### config.mk
export PLATFORM = sky130hd
export DESIGN_NAME = pkheader_fetch
export DESIGN_NICKNAME = d
export VERILOG_FILES = /design/src/rtl/pkheader_fetch_pkg.sv /design/src/rtl/pkheader_fetch_rr_arb.sv /design/src/rtl/pkheader_fetch.sv
export SDC_FILE = /design/constraint.sdc
export NUM_CORES = 1
export LEC_CHECK = 0
export ABC_CLOCK_PERIOD_IN_PS = 7300
export CAP_MARGIN = 0
export CORE_UTILIZATION = 45
export CTS_CLUSTER_SIZE = 24
export DETAILED_ROUTE_END_ITERATION = 8
export HOLD_SLACK_MARGIN = 0.03
export PLACE_DENSITY = 0.78
export SLEW_MARGIN = 20
export SYNTH_ARGS = -nofsm -noshare
export SYNTH_HDL_FRONTEND = slang
export SYNTH_SLANG_ARGS = --single-unit
### constraint.sdc
create_clock -name clk -period 7.3 [get_ports clk]
set_input_delay 1.46 -clock clk [delete_from_list [all_inputs] [get_ports clk]]
set_output_delay 1.46 -clock clk [all_outputs]
set_load 0.01 [all_outputs]
### src/rtl/pkheader_fetch_pkg.sv
// Shared definitions for the packet header fetcher: FSM encoding, header
// length and field byte offsets within the header.
package pkheader_fetch_pkg;

  typedef enum logic [1:0] {
    StIdle,
    StFetch,
    StDrain,
    StDone
  } state_e;

  localparam int unsigned HDR_LEN  = 12;
  localparam int unsigned MAC_OFS  = 0;
  localparam int unsigned IP_OFS   = 6;
  localparam int unsigned PORT_OFS = 10;

endpackage

### src/rtl/pkheader_fetch_rr_arb.sv
// Two-requester round-robin arbiter; the pointer names the requester that
// wins a tie and flips to the other side whenever a grant is taken.
module rr_arb2 (
  input  logic       clk,
  input  logic       rst,
  input  logic [1:0] req,
  input  logic       advance,
  output logic [1:0] grant,
  output logic       grant_id
);

  logic ptr_q, ptr_d;

  always_comb begin
    grant_id = (req == 2'b11) ? ptr_q : req[1];
    grant    = 2'b00;
    if (req != 2'b00) begin
      grant = grant_id ? 2'b10 : 2'b01;
    end
    ptr_d = ptr_q;
    if (advance && (req != 2'b00)) begin
      ptr_d = ~grant_id;
    end
  end

  always_ff @(posedge clk or posedge rst) begin
    if (rst) begin
      ptr_q <= 1'b0;
    end else begin
      ptr_q <= ptr_d;
    end
  end

endmodule

### src/rtl/pkheader_fetch.sv
// Fetches a 12-byte header from a synchronous RAM on behalf of one of two
// requesters and publishes the decoded MAC/IP/port fields atomically.
module pkheader_fetch
  import pkheader_fetch_pkg::*;
#(
  parameter int unsigned aw       = 5,
  parameter int unsigned dw       = 8,
  parameter int unsigned HDR_BASE = 0
) (
  input  logic          clk,
  input  logic          rst,
  input  logic [1:0]    req,
  output logic [1:0]    ack,
  output logic          busy,
  output logic [aw-1:0] addrb,
  input  logic [dw-1:0] doutb,
  output logic [47:0]   dst_mac,
  output logic [31:0]   dst_ip,
  output logic [15:0]   dst_port
);

  localparam int unsigned    StgW     = 8 * HDR_LEN;
  localparam logic [aw-1:0]  BaseAddr = aw'(HDR_BASE);
  localparam logic [aw-1:0]  AddrOne  = {{(aw-1){1'b0}}, 1'b1};
  localparam logic [3:0]     LastCnt  = 4'(HDR_LEN - 1);

  state_e          state_q, state_d;
  logic [3:0]      count_q, count_d;
  logic [aw-1:0]   addrb_q, addrb_d;
  logic            owner_q, owner_d;
  logic [StgW-1:0] stg_q, stg_d;
  logic [1:0]      ack_q, ack_d;
  logic [47:0]     mac_q, mac_d;
  logic [31:0]     ip_q, ip_d;
  logic [15:0]     port_q, port_d;

  logic [1:0] arb_grant;
  logic       arb_grant_id;
  logic       arb_advance;

  assign arb_advance = (state_q == StIdle);

  rr_arb2 u_arb (
    .clk      (clk),
    .rst      (rst),
    .req      (req),
    .advance  (arb_advance),
    .grant    (arb_grant),
    .grant_id (arb_grant_id)
  );

  always_comb begin
    state_d = state_q;
    count_d = count_q;
    addrb_d = addrb_q;
    owner_d = owner_q;
    stg_d   = stg_q;
    ack_d   = 2'b00;
    mac_d   = mac_q;
    ip_d    = ip_q;
    port_d  = port_q;

    unique case (state_q)
      StIdle: begin
        if (arb_grant != 2'b00) begin
          owner_d = arb_grant_id;
          addrb_d = BaseAddr;
          count_d = 4'd0;
          state_d = StFetch;
        end
      end
      StFetch: begin
        // RAM data lags the address by a cycle, so byte k-1 arrives in cycle k.
        if (count_q != 4'd0) begin
          stg_d = {stg_q[StgW-dw-1:0], doutb};
        end
        if (count_q == LastCnt) begin
          state_d = StDrain;
        end else begin
          count_d = count_q + 4'd1;
          addrb_d = addrb_q + AddrOne;
        end
      end
      StDrain: begin
        stg_d   = {stg_q[StgW-dw-1:0], doutb};
        state_d = StDone;
      end
      StDone: begin
        mac_d         = stg_q[StgW-1-8*MAC_OFS  -: 48];
        ip_d          = stg_q[StgW-1-8*IP_OFS   -: 32];
        port_d        = stg_q[StgW-1-8*PORT_OFS -: 16];
        ack_d[owner_q] = 1'b1;
        state_d       = StIdle;
      end
      default: state_d = StIdle;
    endcase
  end

  always_ff @(posedge clk or posedge rst) begin
    if (rst) begin
      state_q <= StIdle;
      count_q <= 4'd0;
      addrb_q <= '0;
      owner_q <= 1'b0;
      stg_q   <= '0;
      ack_q   <= 2'b00;
      mac_q   <= '0;
      ip_q    <= '0;
      port_q  <= '0;
    end else begin
      state_q <= state_d;
      count_q <= count_d;
      addrb_q <= addrb_d;
      owner_q <= owner_d;
      stg_q   <= stg_d;
      ack_q   <= ack_d;
      mac_q   <= mac_d;
      ip_q    <= ip_d;
      port_q  <= port_d;
    end
  end

  assign busy     = (state_q != StIdle);
  assign ack      = ack_q;
  assign addrb    = addrb_q;
  assign dst_mac  = mac_q;
  assign dst_ip   = ip_q;
  assign dst_port = port_q;

endmodule

==> impl_metrics.json, run 1 <==
{
  "drc": 0,
  "path_max_fanout": 8,
  "period_share_pct": 47.1,
  "clk_pin_slew_ns": 0.06,
  "routed_wl_um": 15200,
  "hp-class": "reg2reg",
  "grt_pass1_wl_um": 25200,
  "final_max_slew_viol_count": 0,
  "cts_tree": "built",
  "cts_buffers": 23,
  "critPathLaunch": "state_q[0]",
  "setup_tns_ns": 0,
  "async_flop_share_pct": 100,
  "yosysSeqAreaShare_pct": 64.9,
  "nFillCells": 1323,
  "ios": 116,
  "crit_type": "reg2out",
  "cpLargestDelayFamily": "buffers and inverters",
  "dr.pass1.iters": 4,
  "cap_violations": 0,
  "critPathBufInv": 3,
  "maxSlewHeadroom_pct": 32.2,
  "core_area_sq_um": 17300,
  "crit_chain": "inv_1, ha_1, inv_1, clkdlybuf4s50_1",
  "pre_cts_ws_ns": 3.76,
  "power_density_nw_per_um2": 557,
  "ff2ff_setup_slack_ns": 4.22,
  "postSynthCellCount": 491,
  "final_core_util_pct": 58.5,
  "start_util_pct": 46.1,
  "slowest_delay_ns": 0.53,
  "grt_max_degree": 147,
  "cp.arrival_ns": 1.98,
  "syn-mean-instance-area_sq_um": 16.2,
  "r2r_start": "state_q[0]",
  "yosysWarnings": 0,
  "rsz0062_at_grt": "false",
  "post_cts_resized": 0,
  "endpoint": "busy",
  "fin_cells": 852,
  "setup_viol": 0,
  "nets": 631,
  "r2r-end": "stg_q[59]",
  "gr-total-overflow": 0,
  "die_x_um": 135,
  "synth-edff-count": 0,
  "ant_nets": 0,
  "drive_gt1_share_pct": 37.5,
  "clk_path_buf_depth": 3,
  "root_buffer": "clkbuf_16",
  "crit_path_frequent_cell": "inv_1",
  "path_depth": 4,
  "area_delta_synth_final_pct": 26.8,
  "syn_area_sq_um": 7980,
  "antennaDiodeCount": 0,
  "dp_cells": 810,
  "yosysTopAreaCellShare_pct": 64.9,
  "placementRows": 48,
  "wire_per_inst_um": 17.8,
  "grt_use_total_pct": 17.5,
  "vias": 4425,
  "yosys-top-cells-area": "dfrtp_1, mux2_2, ha_1",
  "antenna_found_initial": 0,
  "cts.htree.levels": 1,
  "status": "complete, no violations",
  "postSynthNetCount": 512,
  "period_minus_slack_ns": 3.44,
  "ys_types": 33,
  "skew_ns": 0.0216,
  "grt_pass1_vias": 4758,
  "vias_per_cell": 5.19,
  "cts_sinks": 207,
  "ys_seq_elements": 207,
  "dieArea_sq_um": 18300,
  "required_ns": 5.84,
  "p_leak_nw": 4.23,
  "clock_latency_ns": 0.51,
  "cts_setup_buffers": 0,
  "reg2regPathDepth": 5,
  "tightestPinTransition_ns": 1.02,
  "first_iter_violations": 204,
  "critPathCaptureType": "output pin",
  "slowest_stage": "clkdlybuf4s50_1",
  "gp_congestion": 0.722,
  "die_h_um": 135,
  "synth-main-ff-cell": "dfrtp_1",
  "crit_path_start_kind": "register",
  "hpwlAfterDp_um": 9520,
  "fmax_mhz": 291,
  "yosysTopAreaCell": "dfrtp_1",
  "ir_drop_v": 0.000361,
  "ctsHoldBuffers": 0,
  "port-buffer-count": 115,
  "setup_ws_ns": 3.86,
  "finalHoldViolCount": 0
}
through the flow:
stage                     cell area [sq um]  total power, W  hold WS, ns
after floorplan                        7980         0.00356        0.418
after global placement                 9340         0.00440        0.447
after CTS                             10100         0.00571        0.463
after global routing                  10100         0.00598        0.470
final                                 10100         0.00563        0.467
after detailed placement               9340         0.00451        0.455
where the power goes:
| part | leakage (nW) | internal [W] | switching, W |
|---|---|---|---|
| Combinational | 1.42 | 0.00141 | 0.000884 |
| Sequential | 2.43 | 0.00176 | 0.000409 |
| Clock | 0.381 | 0.000709 | 0.000457 |
| Total | 4.23 | 0.00388 | 0.00175 |
worst min path at each step:
stage | from | end | cells past startpoint
final | owner_q | ack[0] | 1
after global routing | owner_q | ack[0] | 1
after CTS | owner_q | ack[0] | 1
after detailed placement | owner_q | ack[0] | 1
after global placement | owner_q | ack[0] | 1
after floorplan | owner_q | ack[0] | 1
synth_stat cells, types with 4 or more instances:
cell type	count
mux2_2	184
buf_2	9
dfrtp_1	207
mux2i_1	4
ha_1	9
buf_4	5
nand3_1	6
o31ai_1	5
mux2_1	9
inv_1	6
clkbuf_1	9
cells by family after synthesis:
logic type,count (synthesis),synth area share [%]
mux,197,27.7
fa+ha+maj,9,1.41
buf+inv,30,1.88
compound gates,17,1.41
flops,207,64.9
simple gates,31,2.60
sequential cells by signal, indices dropped and copies added, names as in the netlist:
register and count:
addrb 5, dst_mac 48, u_arb.ptr_q 1, dst_port 16, ack 2, stg_q 96, owner_q 1, count_q 4
dst_ip 32, state_q 2
area by class of cell:
cell class              count  area (sq um)  share of cell area [%]
clock buffers              27           611                    6.04
clock inverters            15           168                    1.66
inverters                   6          30.0                   0.297
multi-input cells         254          2670                    26.4
flip-flops and latches    207          5180                    51.2
well taps                 225           282                    2.78
repair buffers            118          1170                    11.6
routing by layer:
layer	track usage (%)	vias up	part of all wire [%]
met5	0	-	0
met4	4.49	0	1.8
met3	4.75	24	5.7
met2	29.3	112	49
met1	22.5	2289	43
li1	-	2000	-
cells in the final DEF (no fill, tap or decap), types with 2 or more instances in the layout:
| master | count |
|---|---|
| mux2i_1 | 4 |
| bufinv_16 | 3 |
| or3b_2 | 3 |
| nor2_1 | 3 |
| mux2_2 | 184 |
| nand3b_1 | 3 |
| dfrtp_1 | 207 |
| o211ai_1 | 3 |
| a31oi_1 | 2 |
| nand3_1 | 6 |
| clkinv_2 | 7 |
| ha_1 | 8 |
| inv_8 | 2 |
| o31ai_1 | 5 |
| clkinvlp_4 | 3 |
| buf_4 | 3 |
| nor2b_1 | 2 |
| clkbuf_16 | 23 |
| nand4b_1 | 2 |
| mux2_1 | 9 |
| clkbuf_1 | 2 |
| a21oi_1 | 3 |
| nand2_1 | 3 |
| clkdlybuf4s50_1 | 115 |
| clkbuf_8 | 2 |
| inv_1 | 5 |
No activity file was read; power rests on OpenSTA's default activity.
==> inputs of run 2 (changes only) <==
- ABC_CLOCK_PERIOD_IN_PS: 7300 -> 3000
- clock period: 7.3 -> 3 ns (I/O delays scaled with it)
==> run 2 against run 1 <==
  * Global-route usage is 0.29 points lower
  * Die area did not move
  * Combinational power rose by 150%
  * Hold slack lost 0.057 ns
  * Sequential power increased by 140%
==> impl_metrics.json, run 2 (synthesized netlist as in run 1, its figures left out) <==
{
  "cts.htree.levels": 1,
  "tightestPinTransition_ns": 0.542,
  "post_cts_resized": 0,
  "pre_cts_ws_ns": 0.809,
  "maxSlewHeadroom_pct": 63.7,
  "cp.arrival_ns": 1.98,
  "root_buffer": "clkbuf_16",
  "final_max_slew_viol_count": 0,
  "cts_sinks": 207,
  "p_leak_nw": 4.26,
  "fmax_mhz": 387,
  "hpwlAfterDp_um": 9700,
  "die_h_um": 135,
  "setup_ws_ns": 0.419,
  "rsz0062_at_grt": "false",
  "period_minus_slack_ns": 2.58,
  "top_register": "stg_q",
  "nets": 636,
  "cts_buffers": 23,
  "path_depth": 4,
  "grt_pass1_vias": 4763,
  "cpLargestDelayFamily": "buffers and inverters",
  "vias": 4398,
  "status": "complete, no violations",
  "final_common_cell": "dfrtp_1",
  "gr-total-overflow": 0,
  "skew_ns": 0.00606,
  "largest_register_ffs": 96,
  "grt_use_total_pct": 17.2,
  "slowest_delay_ns": 0.54,
  "clock_latency_ns": 0.50,
  "place_area_sq_um": 9430,
  "dieArea_sq_um": 18300,
  "required_ns": 2.40,
  "first_iter_violations": 162,
  "ctsHoldBuffers": 0,
  "crit_type": "reg2out",
  "final_core_util_pct": 58.7,
  "final_cell_mix": "dfrtp_1, mux2_2, clkdlybuf4s50_1",
  "critPathBufInv": 3,
  "core_area_sq_um": 17300,
  "power_density_nw_per_um2": 1340,
  "period_share_pct": 86.0,
  "drive_gt1_share_pct": 37.7,
  "slowest_stage": "clkdlybuf4s50_1",
  "crit_chain": "inv_1, ha_1, inv_1, clkdlybuf4s50_1",
  "port-buffer-count": 115,
  "die_x_um": 135,
  "vias_per_cell": 5.14,
  "placementRows": 48,
  "nFillCells": 1334,
  "dr.pass1.iters": 4,
  "cts_setup_buffers": 0,
  "p_total_w": 0.0136,
  "area_delta_synth_final_pct": 27.4,
  "setup_viol": 0,
  "grt_max_degree": 82,
  "ir_drop_v": 0.000703,
  "antenna_found_initial": 0,
  "path_max_fanout": 8,
  "crit_path_frequent_cell": "inv_1",
  "cap_violations": 0,
  "start_util_pct": 46.1,
  "grt_pass1_wl_um": 25000,
  "ios": 116,
  "hp-class": "in2async",
  "antennaDiodeCount": 0,
  "cts_tree": "built",
  "critPathCaptureType": "output pin",
  "reg2regPathDepth": 6,
  "setup_tns_ns": 0,
  "ant_nets": 0,
  "clk_path_buf_depth": 3,
  "fin_area_sq_um": 10200,
  "gp_congestion": 0.718,
  "routed_wl_um": 14800,
  "drc": 0,
  "clk_pin_slew_ns": 0.06,
  "finalHoldViolCount": 0,
  "wire_per_inst_um": 17.3,
  "crit_path_start_kind": "register"
}
==> run 2: cell types whose count changed in the layout (fill, tap and decap cells not counted) <==
cell	change
clkinvlp_4	-1
inv_8	-2
clkinv_2	+1
clkbuf_1	+1
bufinv_16	-2
clkbuf_8	+2
buf_12	+5
==> run 2: through the flow <==
step                hold WS (ns)  std cells
detailed placement         0.471        815
global placement           0.452        815
CTS                        0.392        856
global route               0.400        856
floorplan                  0.418        491
finish                     0.411        856
==> run 2: area by class of cell <==
class / instances / area (sq um) / share of cell area, %
clock inverter: 11 / 86.3 / 0.850
timing repair buffer: 123 / 1270 / 12.5
tap: 225 / 282 / 2.77
clock buffer: 30 / 642 / 6.32
sequential: 207 / 5180 / 51.0
multi-input combinational: 254 / 2670 / 26.3
inverter: 6 / 26.3 / 0.259
==> run 2: per-layer routing <==
| metal | global-route usage, % | part of all wire (%) | up-vias |
|---|---|---|---|
| met5 | 0 | 0 | - |
| met3 | 5.42 | 6.7 | 21 |
| li1 | - | - | 2002 |
| met4 | 4.37 | 2.0 | 0 |
| met1 | 21.5 | 42 | 2274 |
| met2 | 28.9 | 50 | 101 |
==> run 2: worst reg2reg max path: stages, from the launching register on <==
cell       delay (ns)
dfrtp_1          0.44
inv_1            0.15
ha_1             0.33
nand4bb_1        0.20
o21ai_4          0.14
buf_12           0.30
mux2_2           0.41
==> run 2: final timing paths <==
check / from / to / slack (ns)
setup / recovery: state_q[0] / busy / 0.42
hold / removal: rst / dst_mac[22] / 0.41
setup reg to reg: state_q[1] / stg_q[1] / 0.90
hold reg to reg: owner_q / ack[0] / 0.50
max in group asynchronous: rst / dst_ip[11] / 1.90
min in group clk: owner_q / ack[0] / 0.50
==> run 2: power breakdown <==
part / switching, W / total, W / internal, W
logic: 0.00214 / 0.00566 / 0.00352
registers: 0.000956 / 0.00525 / 0.00430
clock network: 0.00108 / 0.00267 / 0.00159
